File: config.mk
export PLATFORM = sky130hd
export DESIGN_NAME = regbank_write_scheduler
export DESIGN_NICKNAME = d
export VERILOG_FILES = /design/src/rtl/regbank_pkg.sv /design/src/rtl/regbank_write_scheduler_rr_arbiter.sv /design/src/rtl/regbank_write_scheduler.sv
export SDC_FILE = /design/constraint.sdc
export NUM_CORES = 1
export LEC_CHECK = 0
export ABC_CLOCK_PERIOD_IN_PS = 2950
export CAP_MARGIN = 20
export CORE_UTILIZATION = 38
export DETAILED_ROUTE_END_ITERATION = 8
export GPL_ROUTABILITY_DRIVEN = 0
export PLACE_DENSITY = 0.78
export SLEW_MARGIN = 10
export SYNTH_ARGS = -nofsm -noshare
export SYNTH_HDL_FRONTEND = slang
export SYNTH_SLANG_ARGS = --single-unit
File: constraint.sdc
create_clock -name clock -period 2.95 [get_ports clock]
set_input_delay 0.59 -clock clock [delete_from_list [all_inputs] [get_ports clock]]
set_output_delay 0.59 -clock clock [all_outputs]
set_load 0.03 [all_outputs]
File: src/rtl/regbank_pkg.sv
// regbank_pkg
//   Shared definitions for the register-bank write scheduler: the default
//   register bank geometry, the hardwired-zero register address and the
//   scheduler state type.
package regbank_pkg;

    localparam int REG_ADDR_W = 5;
    localparam int REG_DATA_W = 32;
    localparam int NUM_REGS   = 32;

    // Register 0 always reads zero, so writes to it are never forwarded.
    localparam logic [REG_ADDR_W-1:0] ZERO_REG = 5'd0;

    // CLEAR walks the bank writing zeros; ARB shares the port among requesters.
    typedef enum logic {
        ST_CLEAR,
        ST_ARB
    } state_t;

endpackage

File: src/rtl/regbank_write_scheduler_rr_arbiter.sv
// rr_arbiter
//   Purely combinational round-robin arbiter. The search for a requester
//   starts at ptr and wraps modulo NUM_REQ; the first requester found
//   wins.
//
// Ports
//   req        in   NUM_REQ   request vector
//   ptr        in   IDX_W     highest-priority requester this cycle
//   grant      out  NUM_REQ   one-hot grant, all zero when req is zero
//   grant_idx  out  IDX_W     index of the granted requester (0 when none)
module rr_arbiter #(
    parameter  int NUM_REQ = 3,
    localparam int IDX_W   = $clog2(NUM_REQ)
) (
    input  logic [NUM_REQ-1:0] req,
    input  logic [IDX_W-1:0]   ptr,
    output logic [NUM_REQ-1:0] grant,
    output logic [IDX_W-1:0]   grant_idx
);

    logic             found;
    logic [IDX_W-1:0] idx;

    // Walk the requesters in priority order starting at ptr; found
    // latches the first hit so later candidates are ignored.
    always_comb begin
        grant     = '0;
        grant_idx = '0;
        found     = 1'b0;
        idx       = '0;
        for (int k = 0; k < NUM_REQ; k++) begin
            idx = IDX_W'((int'(ptr) + k) % NUM_REQ);
            if (!found && req[idx]) begin
                found      = 1'b1;
                grant[idx] = 1'b1;
                grant_idx  = idx;
            end
        end
    end

endmodule

File: src/rtl/regbank_write_scheduler.sv
// regbank_write_scheduler
//   Owns the single write port of the register bank. After reset it writes
//   zero to registers 0..NUM_REGS-1, one per cycle, then shares the port
//   among NUM_REQ writeback requesters with round-robin arbitration.
//   Accepted writes appear on the port one cycle after acceptance.
//
// Ports
//   clock      in   1                 system clock
//   reset      in   1                 synchronous active-high reset
//   req_valid  in   NUM_REQ           requester i presents a write
//   req_addr   in   NUM_REQ*ADDR_W    requester i target at [i*ADDR_W +: ADDR_W]
//   req_data   in   NUM_REQ*DATA_W    requester i data at [i*DATA_W +: DATA_W]
//   req_ready  out  NUM_REQ           one-hot acceptance (combinational)
//   RegC       out  ADDR_W            bank write address
//   WriteData  out  DATA_W            bank write data
//   RegWrite   out  1                 bank write enable
//   clearing   out  1                 high while the clear sequence is on the port
//   grant_id   out  clog2(NUM_REQ)    requester owning the current write
module regbank_write_scheduler
    import regbank_pkg::*;
#(
    parameter  int NUM_REQ  = 3,
    parameter  int DATA_W   = REG_DATA_W,
    parameter  int ADDR_W   = REG_ADDR_W,
    parameter  int NUM_REGS = regbank_pkg::NUM_REGS,
    localparam int IDX_W    = $clog2(NUM_REQ)
) (
    input  logic                        clock,
    input  logic                        reset,
    input  logic [NUM_REQ-1:0]          req_valid,
    input  logic [NUM_REQ*ADDR_W-1:0]   req_addr,
    input  logic [NUM_REQ*DATA_W-1:0]   req_data,
    output logic [NUM_REQ-1:0]          req_ready,
    output logic [ADDR_W-1:0]           RegC,
    output logic [DATA_W-1:0]           WriteData,
    output logic                        RegWrite,
    output logic                        clearing,
    output logic [IDX_W-1:0]            grant_id
);

    // One extra bit so the counter can reach NUM_REGS, marking that every
    // clear write has already been put on the port.
    localparam int CNT_W = ADDR_W + 1;

    state_t             state;
    logic [CNT_W-1:0]   clear_cnt;
    logic [IDX_W-1:0]   rr_ptr;
    logic [NUM_REQ-1:0] arb_grant;
    logic [IDX_W-1:0]   arb_idx;
    logic               accept;
    logic               zero_target;
    logic [IDX_W-1:0]   next_ptr;
    logic [ADDR_W-1:0]  sel_addr;
    logic [DATA_W-1:0]  sel_data;

    rr_arbiter #(
        .NUM_REQ (NUM_REQ)
    ) u_rr_arbiter (
        .req       (req_valid),
        .ptr       (rr_ptr),
        .grant     (arb_grant),
        .grant_idx (arb_idx)
    );

    // Requesters only see ready once the clear has finished; the bank port
    // is never back-pressured, so the arbiter result is the handshake.
    assign req_ready   = (state == ST_ARB) ? arb_grant : '0;
    assign accept      = |req_ready;
    assign zero_target = (sel_addr == ADDR_W'(ZERO_REG));
    assign next_ptr    = (arb_idx == IDX_W'(NUM_REQ - 1)) ? '0 : arb_idx + IDX_W'(1);

    // Steer the granted requester's address and data onto a single bus.
    always_comb begin
        sel_addr = '0;
        sel_data = '0;
        for (int i = 0; i < NUM_REQ; i++) begin
            if (arb_grant[i]) begin
                sel_addr = req_addr[i*ADDR_W +: ADDR_W];
                sel_data = req_data[i*DATA_W +: DATA_W];
            end
        end
    end

    // Scheduler FSM with registered port outputs. In CLEAR the counter
    // issues one zero write per cycle; the edge after the last clear write
    // leaves CLEAR and drops clearing together. In ARB an accepted request
    // is registered onto the port, except writes to register 0, which are
    // accepted but never raise RegWrite.
    always_ff @(posedge clock) begin
        if (reset) begin
            state     <= ST_CLEAR;
            clear_cnt <= '0;
            rr_ptr    <= '0;
            RegC      <= '0;
            WriteData <= '0;
            RegWrite  <= 1'b0;
            clearing  <= 1'b1;
            grant_id  <= '0;
        end else begin
            case (state)
                ST_CLEAR: begin
                    if (clear_cnt == CNT_W'(NUM_REGS)) begin
                        state    <= ST_ARB;
                        clearing <= 1'b0;
                        RegWrite <= 1'b0;
                    end else begin
                        RegWrite  <= 1'b1;
                        RegC      <= clear_cnt[ADDR_W-1:0];
                        WriteData <= '0;
                        clear_cnt <= clear_cnt + CNT_W'(1);
                    end
                end
                ST_ARB: begin
                    RegWrite <= accept && !zero_target;
                    if (accept) begin
                        rr_ptr <= next_ptr;
                        if (!zero_target) begin
                            RegC      <= sel_addr;
                            WriteData <= sel_data;
                            grant_id  <= arb_idx;
                        end
                    end
                end
            endcase
        end
    end

endmodule

[Word-level counts from Yosys, hierarchy flattened]
Cells that the tools add are included.
Operators by class
  div/mod/pow operators: 3
  add/subtract/negate cells: 4
  $lt $le $gt $ge: 6
  reductions and logical operators: 16
  equality and inequality tests: 5
  muxes and demuxes: 40
  bitwise logic cells: 5
Operator list (count)
  32-bit two-way mux: 6
  32-bit by 3-bit modulo with 32-bit output, second input constant: 2
  32-bit case mux with 2 select lines: 1
  3-bit by 3-bit modulo with 32-bit output, second input constant: 1
  5-bit two-way mux: 6
  3-bit two-way mux: 4
  1-bit two-way mux: 11
  5-bit case mux with 2 select lines: 1
  2-bit by 3-bit < comparator with 1-bit output, second input constant: 3
  2-bit two-way mux: 4
  6-bit by 1-bit adder with 6-bit output, second input constant: 1
  1-bit binary-select mux with 2-bit select: 3
  1-bit demux with 2-bit select: 3
  6-bit equality test, second input constant: 1
  2-bit by 1-bit greater-or-equal comparator with 1-bit output, second input constant: 3
  1-bit logical AND: 6
  3-bit bitwise OR: 2
  2-bit AND reduction: 3
  3-bit AND reduction: 2
  5-bit zero test: 1
  2-bit inequality test, second input constant: 2
  2-bit by 1-bit adder with 3-bit output, second input constant: 1
  2-bit by 2-bit adder with 3-bit output, second input constant: 1
  1-bit zero test: 3
  6 further kinds: 8
Word-level totals
  logic and storage cells: 87
  flip-flop bits (word level): 50
  bits of input ports: 116
  output and inout port bits: 44

[Longest topological paths before layout]
  depth after elaboration: 17
  mapped depth: 14

[By module]
Synthesis repeated with hierarchy kept, for this count alone.
Second synthesis, totals
  cell total of the unflattened synthesis: 399
  area, all modules: 3133.0 µm²
By module, submodules not included
  regbank_write_scheduler: sequential area each 1001.0 µm², area an instance 2866.5 µm², instances 1, cells an instance 361
  rr_arbiter: sequential area each 0.0 µm², area an instance 266.5 µm², instances 1, cells an instance 38

[Worst setup path before layout]
Ideal clock, no wire load.
  path kind: reg-to-output
  start point: register rr_ptr[0]
  end point: output req_ready[1]
  stages on the path, launching flop included: 10
  setup slack: 0.097 ns
  path buffers: 3
  arrival: 2.263 ns
  cells stage by stage: dfxtp_1 -> inv_1 -> ha_1 -> clkbuf_1 -> nor2_1 -> nor3_1 -> o32a_4 -> buf_6 -> clkbuf_1 -> and2_1
Between the ends
  word-level cells in the longest chain between the ends: 11
RTL lines
  start, declared: line regbank_write_scheduler.sv:47  | logic [IDX_W-1:0] rr_ptr;
  start signal, assigned: line regbank_write_scheduler.sv:116  | rr_ptr <= next_ptr;
  2-bit by 1-bit adder with 3-bit output or 3-bit by 3-bit modulo with 32-bit output (tied branches): line regbank_write_scheduler_rr_arbiter.sv:32  | idx = IDX_W'((int'(ptr) + k) % NUM_REQ);
  32-bit by 3-bit modulo with 32-bit output, or another cell as far along: line regbank_write_scheduler_rr_arbiter.sv:32
  2-bit by 3-bit < comparator with 1-bit output (implied by the code), or another cell as far along: line regbank_write_scheduler_rr_arbiter.sv:35  | grant[idx] = 1'b1;
  1-bit logical AND (implied by the code), or another cell as far along: line regbank_write_scheduler_rr_arbiter.sv:35
  1-bit two-way mux (implied by the code), or another cell as far along: line regbank_write_scheduler_rr_arbiter.sv:35
  1-bit demux with 2-bit select, or another cell as far along
  3-bit bitwise OR (no source line) or 1-bit two-way mux (tied branches)
  3-bit two-way mux or 1-bit zero test (tied branches): line regbank_write_scheduler_rr_arbiter.sv:33  | if (!found && req[idx]) begin
  3-bit bitwise OR (no source line) or 1-bit logical AND (tied branches)
  3-bit two-way mux *: line regbank_write_scheduler_rr_arbiter.sv:33
  3-bit two-way mux *: line regbank_write_scheduler.sv:67  | assign req_ready = (state == ST_ARB) ? arb_grant : '0;
  end, declared: line regbank_write_scheduler.sv:33  | output logic [NUM_REQ-1:0] req_ready,
Mark *: on every way between the ends. The rest lies on a longest branch, timed or not. The select of a mux whose other input is x is not followed.

[Worst setup path in the final report]
  start point: register rr_ptr[0]
  end point: output req_ready[0]
The elaborated chain is that of the path after synthesis.

==> flow_summary.toml <==
[sta]
setup_tns_ns = -1.55
period_share = 1.04
slew_headroom = 0.611
setup_viol = 34
rsz0062_at_grt = "yes"
slew_viol_final = 0
min_period_ns = 3.07
hold_viol_final = 0
worst_slack_ns = -0.123
fmax_mhz = 325
worstMarginPinSlew_ns = 0.583
clock_skew_ns = 0.00558

[hold_path]
hold_depth = 1
hp-start = "clearing$_SDFFE_PP1P_"
hold_end = "clearing$_SDFFE_PP1P_"
holdCritPathClass = "reg -> reg"

[power_and_ir_drop]
irDropWorstVdd_mv = 0.197
switching_share = 0.255
p_per_area_nw_per_um2 = 278
p_seq_frac = 0.428
clock_power_share = 0.299
internal-power_mw = 1.20
combPwrFrac = 0.273
p_switching_mw = 0.409
leakagePower_nw = 2.08

[critical_path]
path_class = "reg -> out"
reg2reg_slack_ns = -0.07
critPathRequiredTime_ns = 2.36
cp_slowest_stage_delay_ns = 0.35
crit_path_end_kind = "output pin"
cpMostUsedCell = "buf_6"
slowest_stage = "dfxtp_2"
cp.arrival_ns = 2.48
r2r_start = "rr_ptr[0]$_SDFFE_PP0P_"
cp-start-kind = "flip-flop"
crit_chain = "inv_2 -> ha_4 -> buf_6 -> and4b_1 -> mux2i_2 -> o211ai_1 -> buf_4 -> o21a_1 -> buf_6 -> and2_4 -> buf_6"
cp_max_fo = 7
r2r_cells = 14
r2r_end = "WriteData[22]$_SDFFE_PP0P_"

[floorplanning]
die-width_um = 96.2
fp-row-count = 33
design.core.area_um2 = 8380
ios = 160
die_h_um = 96.2
die-area_um2 = 9250
start_util = 0.402

[outcome]
violations = "negative setup slack"
run_status = "finished, violations left"

[synth]
syn_inst = 362
synth_cell_types = 61
async_flop_share = 0
avgSynthCellArea_um2 = 9.31
synth_seq_cells = 50
ys_warn_count = 0
yosysSeqAreaShare = 0.297
synthFlopType = "dfxtp_1"
synth_edf_count = 0
synth_fp_nets = 484
syn-cell-area_um2 = 3370

[clock_tree]
cts_tree = "yes"
h-tree-depth = 2
cts_buffers = 5
clk_path_buf_depth = 2
cts_root_buf = "clkbuf_8"
clk_pin_slew_ns = 0.09
clock_latency_ns = 0.30
clock-sinks = 50

[routing]
drt_pass1_iterations = 5
ant_nets = 0
vias_per_cell = 5.95
drc = 0
wl_mm = 12.5
drtIter0Drc = 196
via_count = 3946
wl_per_cell_um = 18.9

[layout]
diodes = 0
area_growth_pct = 71.3
layout_commonest_cell = "clkdlybuf4s50_1"
drive_above_1_share = 0.229
final_cell_mix = "clkdlybuf4s50_1, buf_4, dfxtp_1"
final_net_count = 679

[placed_design]
place_ws_ns = -0.525
dpl.hpwl_mm = 9.30
portBuffers = 159

[flow_run]
cap_viol_max_count = 0

[global_route]
grt_max_degree = 44
antenna_found_initial = 0
grt_use_total = 0.260
grt_overflow = 0
grt_pass1_wl_mm = 18.4
grt_pass1_vias = 3676
[repair_timing]
item	in CTS	in global routing
endpoints found under the setup margin	41	43
resized for setup	21	26
gates cloned	0	1
pin swaps	5	7
setup buffers	5	7
hold buffers	0	0
[critical path: cells and delay by family, from the launching register on]
family                     cells  cell delay, ns
AOI/OAI and AO/OA              2            0.38
adders and majority gates      1            0.28
buffers and inverters          5            0.61
DFF                            1            0.35
muxes                          1            0.19
and+or+nand+nor                2            0.37
[layout make-up]
type                    instances  area (um^2)
flip-flops and latches         50         1010
clock inverters                 1         30.0
multi-input cells             260         2230
well taps                     105          131
inverters                      11         43.8
clock buffers                   7         76.3
repair buffers                229         2260
fillers                       621         2610
[worst max path at each step]
stage	from	end	slack (ns)
6_report	rr_ptr[0]$_SDFFE_PP0P_	req_ready[0]	-0.12
5_1_grt	rr_ptr[0]$_SDFFE_PP0P_	req_ready[0]	-0.18
4_1_cts	rr_ptr[0]$_SDFFE_PP0P_	req_ready[1]	-0.001
3_5_place_dp	req_valid[1]	WriteData[21]$_SDFFE_PP0P_	-0.53
3_3_place_gp	req_valid[2]	WriteData[15]$_SDFFE_PP0P_	-0.40
2_1_floorplan	rr_ptr[0]$_SDFFE_PP0P_	req_ready[1]	0.1
[sequential cells by signal (all words and copies together), names as in the netlist]
signal	cells
RegC	5
RegWrite	1
WriteData	32
clear_cnt	6
clearing	1
grant_id	2
rr_ptr	2
state	1
[synth_stat cells (7+ instances only)]
master	count	area [um^2]
buf_6	7	78.8
clkbuf_1	19	71.3
a22oi_1	26	195
a31o_1	25	219
nor2_1	18	67.6
mux2i_1	7	70.1
inv_1	10	37.5
a2111oi_0	18	158
a2bb2oi_1	28	245
nand2_1	14	52.6
a21oi_1	8	40.0
buf_2	11	55.1
dfxtp_1	50	1000
[power groups by stage]
stage / combinational (mW) / sequential, mW / clock (mW)
detailed placement: 0.410 / 0.703 / 0
global placement: 0.401 / 0.703 / 0
finish: 0.438 / 0.686 / 0.480
floorplan: 0.161 / 0.707 / 0
CTS: 0.423 / 0.687 / 0.482
global route: 0.463 / 0.687 / 0.516
[metal layers]
| metal | wire, um | GRT usage | vias up |
|---|---|---|---|
| met4 | 403 | 0.0821 | 0 |
| met2 | 6380 | 0.454 | 208 |
| met5 | 0 | 0 | - |
| li1 | - | - | 1847 |
| met1 | 4630 | 0.307 | 1859 |
| met3 | 1110 | 0.0727 | 32 |
[metrics by stage]
step | cells | power (mW) | cell area (um^2) | hold WS [ns] | utilization
floorplan | 362 | 0.868 | 3370 | 0.472 | -
global placement | 643 | 1.10 | 5440 | 0.443 | 0.649
detailed placement | 643 | 1.11 | 5440 | 0.445 | 0.649
CTS | 656 | 1.59 | 5660 | 0.463 | 0.675
global route | 663 | 1.67 | 5780 | 0.484 | 0.689
finish | 663 | 1.60 | 5780 | 0.460 | 0.689
[cells by family after synthesis]
group | share of synthesized area
xor+xnor | 0.0130
simple gates | 0.106
compound gates | 0.442
mux | 0.0386
buf+inv | 0.0809
flops | 0.297
fa+ha+maj | 0.0223
Power figures use the tool's default switching activity.
